[config.mk]
export PLATFORM = sky130hd
export DESIGN_NAME = fds_reg_sequencer
export DESIGN_NICKNAME = d
export VERILOG_FILES = /design/src/rtl/fds_pkg.sv /design/src/rtl/fds_m2_edge.sv /design/src/rtl/fds_reg_sequencer.sv
export SDC_FILE = /design/constraint.sdc
export NUM_CORES = 1
export LEC_CHECK = 0
export BUFFER_PORTS_ARGS = -buffer_cell sky130_fd_sc_hd__buf_2
export CAP_MARGIN = 20
export CORE_MARGIN = 1.5
export CORE_UTILIZATION = 33
export DETAILED_ROUTE_END_ITERATION = 10
export SLEW_MARGIN = 10
export SYNTH_ARGS = -nofsm -noshare
export SYNTH_HDL_FRONTEND = slang
export SYNTH_HIERARCHICAL = 1
export SYNTH_SLANG_ARGS = --single-unit
[constraint.sdc]
create_clock -name clk -period 2.5 [get_ports clk]
set_clock_uncertainty 0.15 [all_clocks]
set_input_delay 0.375 -clock clk [delete_from_list [all_inputs] [get_ports clk]]
set_output_delay 0.375 -clock clk [all_outputs]
set_load 0.1 [all_outputs]
[src/rtl/fds_pkg.sv]
// -----------------------------------------------------------------------------
// fds_pkg
// Shared definitions for the FDS audio register-file initiator:
//   - register offsets inside the 0x4040..0x408A window
//   - host command opcode enum
//   - sequencer state enum
//   - address composition helper (base OR offset)
// No ports; imported by fds_m2_edge users and fds_reg_sequencer.
// -----------------------------------------------------------------------------
package fds_pkg;

    // Register offsets (low byte of the CPU address)
    localparam logic [7:0] FDS_WAVE_BASE = 8'h40;   // wavetable RAM 0x40..0x7F
    localparam logic [7:0] FDS_MOD_CTRL  = 8'h87;   // mod freq high / halt (bit7)
    localparam logic [7:0] FDS_MOD_TBL   = 8'h88;   // mod table append port
    localparam logic [7:0] FDS_MASTER    = 8'h89;   // master volume / wave write gate (bit7)

    // Terminal table indices
    localparam logic [5:0] WAVE_LAST_IDX = 6'd63;
    localparam logic [5:0] MOD_LAST_IDX  = 6'd31;

    typedef enum logic [1:0] {
        CMD_SINGLE = 2'd0,
        CMD_WAVE   = 2'd1,
        CMD_MOD    = 2'd2,
        CMD_RSVD   = 2'd3
    } cmd_op_e;

    typedef enum logic [2:0] {
        ST_IDLE   = 3'd0,
        ST_SINGLE = 3'd1,
        ST_W_EN   = 3'd2,
        ST_W_DATA = 3'd3,
        ST_W_DIS  = 3'd4,
        ST_M_EN   = 3'd5,
        ST_M_DATA = 3'd6,
        ST_M_FIN  = 3'd7
    } seq_state_e;

    // Full 16-bit register address from the upper base and an 8-bit offset
    function automatic logic [15:0] fds_reg_addr(input logic [15:0] base,
                                                 input logic [7:0]  offset);
        return base | {8'h00, offset};
    endfunction

endpackage

[src/rtl/fds_m2_edge.sv]
// -----------------------------------------------------------------------------
// fds_m2_edge
// Rising-edge detector for the CPU M2 phase, shared by M2-timed blocks.
// The previous-level register resets high so that an M2 already high when
// reset is released is not reported as a rising edge.
// Ports:
//   clk      in  system clock
//   reset_n  in  asynchronous active-low reset
//   m2       in  CPU M2 phase
//   m2_rise  out 1 in the clk cycle where m2 is high and was low last cycle
// -----------------------------------------------------------------------------
module fds_m2_edge (
    input  logic clk,
    input  logic reset_n,
    input  logic m2,
    output logic m2_rise
);

    logic old_m2_r;

    // Previous-cycle M2 level
    always_ff @(posedge clk or negedge reset_n) begin
        if (!reset_n) begin
            old_m2_r <= 1'b1;
        end else begin
            old_m2_r <= m2;
        end
    end

    assign m2_rise = m2 & ~old_m2_r;

endmodule

[src/rtl/fds_reg_sequencer.sv]
// -----------------------------------------------------------------------------
// fds_reg_sequencer
// Bus-side initiator for the FDS audio register file. Takes host commands and
// issues one register write per M2 rising edge, hardware-sequencing the
// 66-write wavetable upload and the 34-write mod-table upload.
// Ports:
//   clk, reset_n            clock, asynchronous active-low reset
//   m2                      CPU M2 phase (same signal the audio block sees)
//   cmd_valid/cmd_ready     command handshake
//   cmd_op/addr/data        0=single write, 1=wave upload, 2=mod upload, 3=drop
//   tbl_sel                 0=wave table source, 1=mod table source
//   tbl_rd_addr/tbl_rd_data table source read port (TBL_RD_LATENCY cycles)
//   busy                    command in progress
//   wr/addr_out/data_out    write port to the audio block
// A write is presented with wr=1 and held until the first cycle with an M2
// rising edge (the commit cycle); the next write appears the cycle after.
// -----------------------------------------------------------------------------
module fds_reg_sequencer
    import fds_pkg::*;
#(
    parameter logic [15:0] BASE_ADDR      = 16'h4000,
    parameter int unsigned TBL_RD_LATENCY = 1
) (
    input  logic        clk,
    input  logic        reset_n,
    input  logic        m2,
    input  logic        cmd_valid,
    output logic        cmd_ready,
    input  logic [1:0]  cmd_op,
    input  logic [7:0]  cmd_addr,
    input  logic [7:0]  cmd_data,
    output logic        tbl_sel,
    output logic [5:0]  tbl_rd_addr,
    input  logic [5:0]  tbl_rd_data,
    output logic        busy,
    output logic        wr,
    output logic [15:0] addr_out,
    output logic [7:0]  data_out
);

    // Wait count value on which table data is valid (latency 1..3)
    localparam logic [1:0] LAT_LAST = 2'(TBL_RD_LATENCY - 1);

    seq_state_e  state_r,    state_s;
    logic [5:0]  idx_r,      idx_s;
    logic [1:0]  lat_cnt_r,  lat_cnt_s;
    logic        wr_r,       wr_s;
    logic [15:0] addr_r,     addr_s;
    logic [7:0]  data_r,     data_s;
    logic        tbl_sel_r,  tbl_sel_s;
    logic        busy_r,     busy_s;
    logic [7:0]  cmd_data_r, cmd_data_s;

    logic        m2_rise_s;
    logic        commit_s;
    logic        accept_s;
    logic        idle_ready_s;
    logic        is_mod_s;
    logic [5:0]  last_idx_s;

    fds_m2_edge u_m2_edge (
        .clk     (clk),
        .reset_n (reset_n),
        .m2      (m2),
        .m2_rise (m2_rise_s)
    );

    assign idle_ready_s = (state_r == ST_IDLE) && !wr_r;
    assign accept_s     = cmd_valid && idle_ready_s;
    assign commit_s     = wr_r && m2_rise_s;
    assign is_mod_s     = (state_r == ST_M_DATA);
    assign last_idx_s   = is_mod_s ? MOD_LAST_IDX : WAVE_LAST_IDX;

    // Next-state, write-port and table-index logic
    always_comb begin
        state_s    = state_r;
        idx_s      = idx_r;
        lat_cnt_s  = lat_cnt_r;
        wr_s       = wr_r;
        addr_s     = addr_r;
        data_s     = data_r;
        tbl_sel_s  = tbl_sel_r;
        cmd_data_s = cmd_data_r;

        case (state_r)
            ST_IDLE: begin
                if (accept_s) begin
                    cmd_data_s = cmd_data;
                    case (cmd_op_e'(cmd_op))
                        CMD_SINGLE: begin
                            state_s = ST_SINGLE;
                            wr_s    = 1'b1;
                            addr_s  = fds_reg_addr(BASE_ADDR, cmd_addr);
                            data_s  = cmd_data;
                        end
                        CMD_WAVE: begin
                            state_s = ST_W_EN;
                            wr_s    = 1'b1;
                            addr_s  = fds_reg_addr(BASE_ADDR, FDS_MASTER);
                            data_s  = {6'b10_0000, cmd_data[1:0]};
                        end
                        CMD_MOD: begin
                            state_s = ST_M_EN;
                            wr_s    = 1'b1;
                            addr_s  = fds_reg_addr(BASE_ADDR, FDS_MOD_CTRL);
                            data_s  = {4'b1000, cmd_data[3:0]};
                        end
                        default: begin
                            // Reserved opcode: consumed without any write
                            state_s = ST_IDLE;
                        end
                    endcase
                end else begin
                    state_s = ST_IDLE;
                end
            end

            ST_SINGLE, ST_W_DIS, ST_M_FIN: begin
                if (commit_s) begin
                    state_s = ST_IDLE;
                    wr_s    = 1'b0;
                end else begin
                    state_s = state_r;
                end
            end

            ST_W_EN, ST_M_EN: begin
                if (commit_s) begin
                    // The read of entry 0 starts in the next cycle
                    state_s   = (state_r == ST_M_EN) ? ST_M_DATA : ST_W_DATA;
                    tbl_sel_s = (state_r == ST_M_EN);
                    idx_s     = 6'd0;
                    lat_cnt_s = 2'd0;
                    wr_s      = 1'b0;
                end else begin
                    state_s = state_r;
                end
            end

            ST_W_DATA, ST_M_DATA: begin
                if (wr_r) begin
                    if (commit_s) begin
                        if (idx_r == last_idx_s) begin
                            // Closing control write follows directly, no table read
                            state_s = is_mod_s ? ST_M_FIN : ST_W_DIS;
                            wr_s    = 1'b1;
                            addr_s  = fds_reg_addr(BASE_ADDR,
                                                   is_mod_s ? FDS_MOD_CTRL : FDS_MASTER);
                            data_s  = is_mod_s ? cmd_data_r : {6'b00_0000, cmd_data_r[1:0]};
                        end else begin
                            idx_s     = idx_r + 6'd1;
                            lat_cnt_s = 2'd0;
                            wr_s      = 1'b0;
                        end
                    end else begin
                        wr_s = 1'b1;
                    end
                end else if (lat_cnt_r == LAT_LAST) begin
                    // Table data for idx_r is valid this cycle
                    wr_s = 1'b1;
                    if (is_mod_s) begin
                        addr_s = fds_reg_addr(BASE_ADDR, FDS_MOD_TBL);
                        data_s = {5'b0_0000, tbl_rd_data[2:0]};
                    end else begin
                        addr_s = fds_reg_addr(BASE_ADDR, FDS_WAVE_BASE + {2'b00, idx_r});
                        data_s = {2'b00, tbl_rd_data};
                    end
                end else begin
                    lat_cnt_s = lat_cnt_r + 2'd1;
                end
            end

            default: begin
                state_s = ST_IDLE;
                wr_s    = 1'b0;
            end
        endcase

        busy_s = (state_s != ST_IDLE);
    end

    // State and registered output update
    always_ff @(posedge clk or negedge reset_n) begin
        if (!reset_n) begin
            state_r    <= ST_IDLE;
            idx_r      <= 6'd0;
            lat_cnt_r  <= 2'd0;
            wr_r       <= 1'b0;
            addr_r     <= 16'h0000;
            data_r     <= 8'h00;
            tbl_sel_r  <= 1'b0;
            busy_r     <= 1'b0;
            cmd_data_r <= 8'h00;
        end else begin
            state_r    <= state_s;
            idx_r      <= idx_s;
            lat_cnt_r  <= lat_cnt_s;
            wr_r       <= wr_s;
            addr_r     <= addr_s;
            data_r     <= data_s;
            tbl_sel_r  <= tbl_sel_s;
            busy_r     <= busy_s;
            cmd_data_r <= cmd_data_s;
        end
    end

    // Ready is forced low while reset is asserted
    assign cmd_ready   = idle_ready_s && reset_n;
    assign wr          = wr_r;
    assign addr_out    = addr_r;
    assign data_out    = data_r;
    assign tbl_sel     = tbl_sel_r;
    assign tbl_rd_addr = idx_r;
    assign busy        = busy_r;

endmodule

==> results.yml <==
status:
  result_of_the_run: "completed"
timing:
  hold_slack_ns: 0.0221
  tightestPinTransition_ns: 0.484
  setup_total_negative_slack_ns: 0
  final_period_minus_worst_setup_slack_ns: 2.44
  max_clock_freq_ghz: 0.409
  post-route-period-util_pct: 97.7
  setup_viol_count_final: 0
  timing_hold_violations_final: 0
  setup_repair_after_global_routing_missed_its_margin: "false"
  finalMaxSlewViolations: 0
  relSlewSlack_pct: 66.9
drt:
  routed_wirelength_um: 5980
  post_drt_via_cell_ratio: 4.93
  antenna_violating_nets_post_route: 0
  initialDrtViolationCount: 105
  detail_route.drc_violations: 0
  avgRoutedWirePerCell_um: 14.6
  num_vias: 2022
  drt_first_pass_iters: 5
clock_tree:
  cts-hold-fix-buffers: 0
  cts_htree_levels: 2
  clk_path_buf_depth: 2
  clkSlewWorstSetupHoldPaths_ns: 0.08
  tritoncts_clock_tree: "done"
  cts_resized: 0
  cts_post_setup_buffers_inserted: 0
  cts-buffers-inserted: 5
  root_buffer: "clkbuf_8"
  clock_insertion_delay_worst_skew_ns: 0.30
  cts.sinks: 40
grt:
  number_of_global_route_vias_before_repair: 1953
  antenna_violations_before_repair: 0
  grt.overflow.total: 0
  global_route_wire_length_before_repair_um: 9590
  gr-usage-all-layers_pct: 16.8
  grt_start_max_net_pins: 41
synthesis:
  yosys_register_bits: 40
  synthDominantAreaCellType: "dfrtp_1"
  synth.top_cells.by_count: "dfrtp_1 (39), nand2_1 (29), o21ai_0 (19), a21oi_1 (16), nor2_1 (12)"
  ys_warn_count: 6
  syn-mean-instance-area_um2: 9.28
  count_of_distinct_cell_types_in_the_synthesized_netlist: 48
  synth-seq-area-share_pct: 43.2
  yosys.area.top_type_share_pct: 42.1
  async_set_reset_flop_share_out_of_synthesis_pct: 100
  synth_flop_cell: "dfrtp_1"
  combined_area_of_all_synthesized_cells_um2: 2320
  synth_enable_flop_cells: 0
  synth_most_common_cell: "dfrtp_1"
  post_synth_inst_count: 250
  synth_area_leaders: "dfrtp_1 (42%), ha_1 (4.9%), mux2_2 (4.9%)"
floorplanning:
  fp.coreArea_um2: 6790
  die_width_um: 86.8
  io_pins: 62
  floorplan.rows: 30
  floorplan.die_area_um2: 7540
  floorplan.initialDensity_pct: 34.1
  die_y_um: 86.8
critical_path:
  required_ns: 1.98
  critical_path.max_stage_delay_ns: 0.39
  worst_setup_path_start_kind: "flop"
  timing.critical_path.buf_inv: 3
  timing.critical_path.max_delay_family: "simple AND/OR/NAND/NOR gates"
  max_fanout_on_critical_path: 15
  cells_traversed_along_the_worst_timing_path: "buf_4, or3_1, buf_4, nor3b_4, buf_12"
  worst_setup_path_end_kind: "output pin"
  most_repeated_library_cell_on_the_critical_path: "buf_4"
  worst_path_max_delay_cell: "or3_1"
  critical_path_arrival_ns: 1.92
  critical_path_class: "flop to output pin"
cells_and_area:
  postLayoutCoreUtil_pct: 42.0
  proportion_of_layout_cells_with_a_drive_suffix_above_1_pct: 31.5
  n_antenna_cell: 0
  layout.cells.non_filler: 410
  syn2layout_area_growth_pct: 22.9
  final_nets: 350
placed_design:
  post-dp-hpwl_um: 4570
  port_buf_inserts: 54
  place.gp.congestion: 0.834
  numPlacedInstances: 402
flow_run:
  max_cap_viol_count: 0
power:
  power_density_nw_per_um2: 1390
  power.leakage_nw: 1.35
  total_power_w: 0.00398
  peakVddDrop_mv: 0.695
worst_hold_path:
  hold_path_class: "primary input to asynchronous set/reset pin"
==> path summary, 6_finish.rpt <==
check / start / endpoint / slack (ns) / cells past startpoint
setup / recovery: state_r[0]$_DFF_PN0_ / cmd_ready / 0.06 / 5
hold / removal: reset_n / addr_out[6]$_DFFE_PN0P_ / 0.02 / 2
setup reg to reg: state_r[0]$_DFF_PN0_ / data_out[2]$_DFFE_PN0P_ / 0.18 / 7
hold reg to reg: addr_out[7]$_DFFE_PN0P_ / addr_out[7]$_DFFE_PN0P_ / 0.33 / 2
max in group asynchronous: reset_n / tbl_rd_addr[0]$_DFFE_PN0P_ / 1.79 / 2
min in group clk: m2 / u_m2_edge/old_m2_r$_DFF_PN1_ / 0.03 / 1
==> cell families after synthesis <==
logic type	share of synthesized area (%)
xor gates and xnor gates	0.378
AOI/OAI and AO/OA	18.1
other	0.162
muxes	7.01
adders and majority gates	4.85
DFF	43.2
and+or+nand+nor	19.5
buffers and inverters	6.74
==> through the flow <==
step	setup WS, ns	instance area (um^2)
finish	0.0565	2850
global placement	0.275	2770
detailed placement	0.224	2770
global route	0.00595	2850
floorplan	-0.0111	2360
CTS	0.0706	2850
==> state kept, by name (all words and copies together) (netlist names), 2 cells and up <==
signal / count
addr_out: 9
cmd_data_r: 8
data_out: 8
lat_cnt_r: 2
state_r: 3
tbl_rd_addr: 6
==> routing by layer <==
layer / vias up / GRT usage [%] / wire length (um)
met4: 0 / 6.89 / 128
met3: 12 / 3.62 / 269
met1: 950 / 22.3 / 2790
met2: 52 / 26.6 / 2790
met5: - / 0 / 0
li1: 1008 / - / -
==> report_power, final <==
| group | internal [W] | switching (W) | leakage [nW] |
|---|---|---|---|
| Combinational | 0.000559 | 0.00191 | 0.822 |
| Sequential | 0.000907 | 0.000163 | 0.485 |
| Clock | 0.000195 | 0.000242 | 0.0412 |
| Total | 0.00166 | 0.00231 | 1.35 |
==> layout make-up <==
type | instances | area, um^2
fill | 707 | 3940
multi-input combinational | 186 | 1190
sequential | 40 | 1010
timing repair buffer | 70 | 405
tap | 96 | 120
clock buffer | 6 | 72.6
inverter | 10 | 37.5
clock inverter | 2 | 12.5
==> layout by cell type (no fill, tap or decap), types with 5 or more instances in the layout <==
cell type	instances
buf_2	53
dfrtp_1	35
nand2_1	29
o21ai_0	19
a21oi_1	16
buf_4	16
nor2_1	12
inv_1	10
mux2_2	10
ha_1	9
nand3_1	8
o211ai_1	7
and3_1	7
conb_1	7
or3_1	5
mux2i_1	5
nor3_1	5
clkbuf_8	5
(Power assumes the default switching activity.)
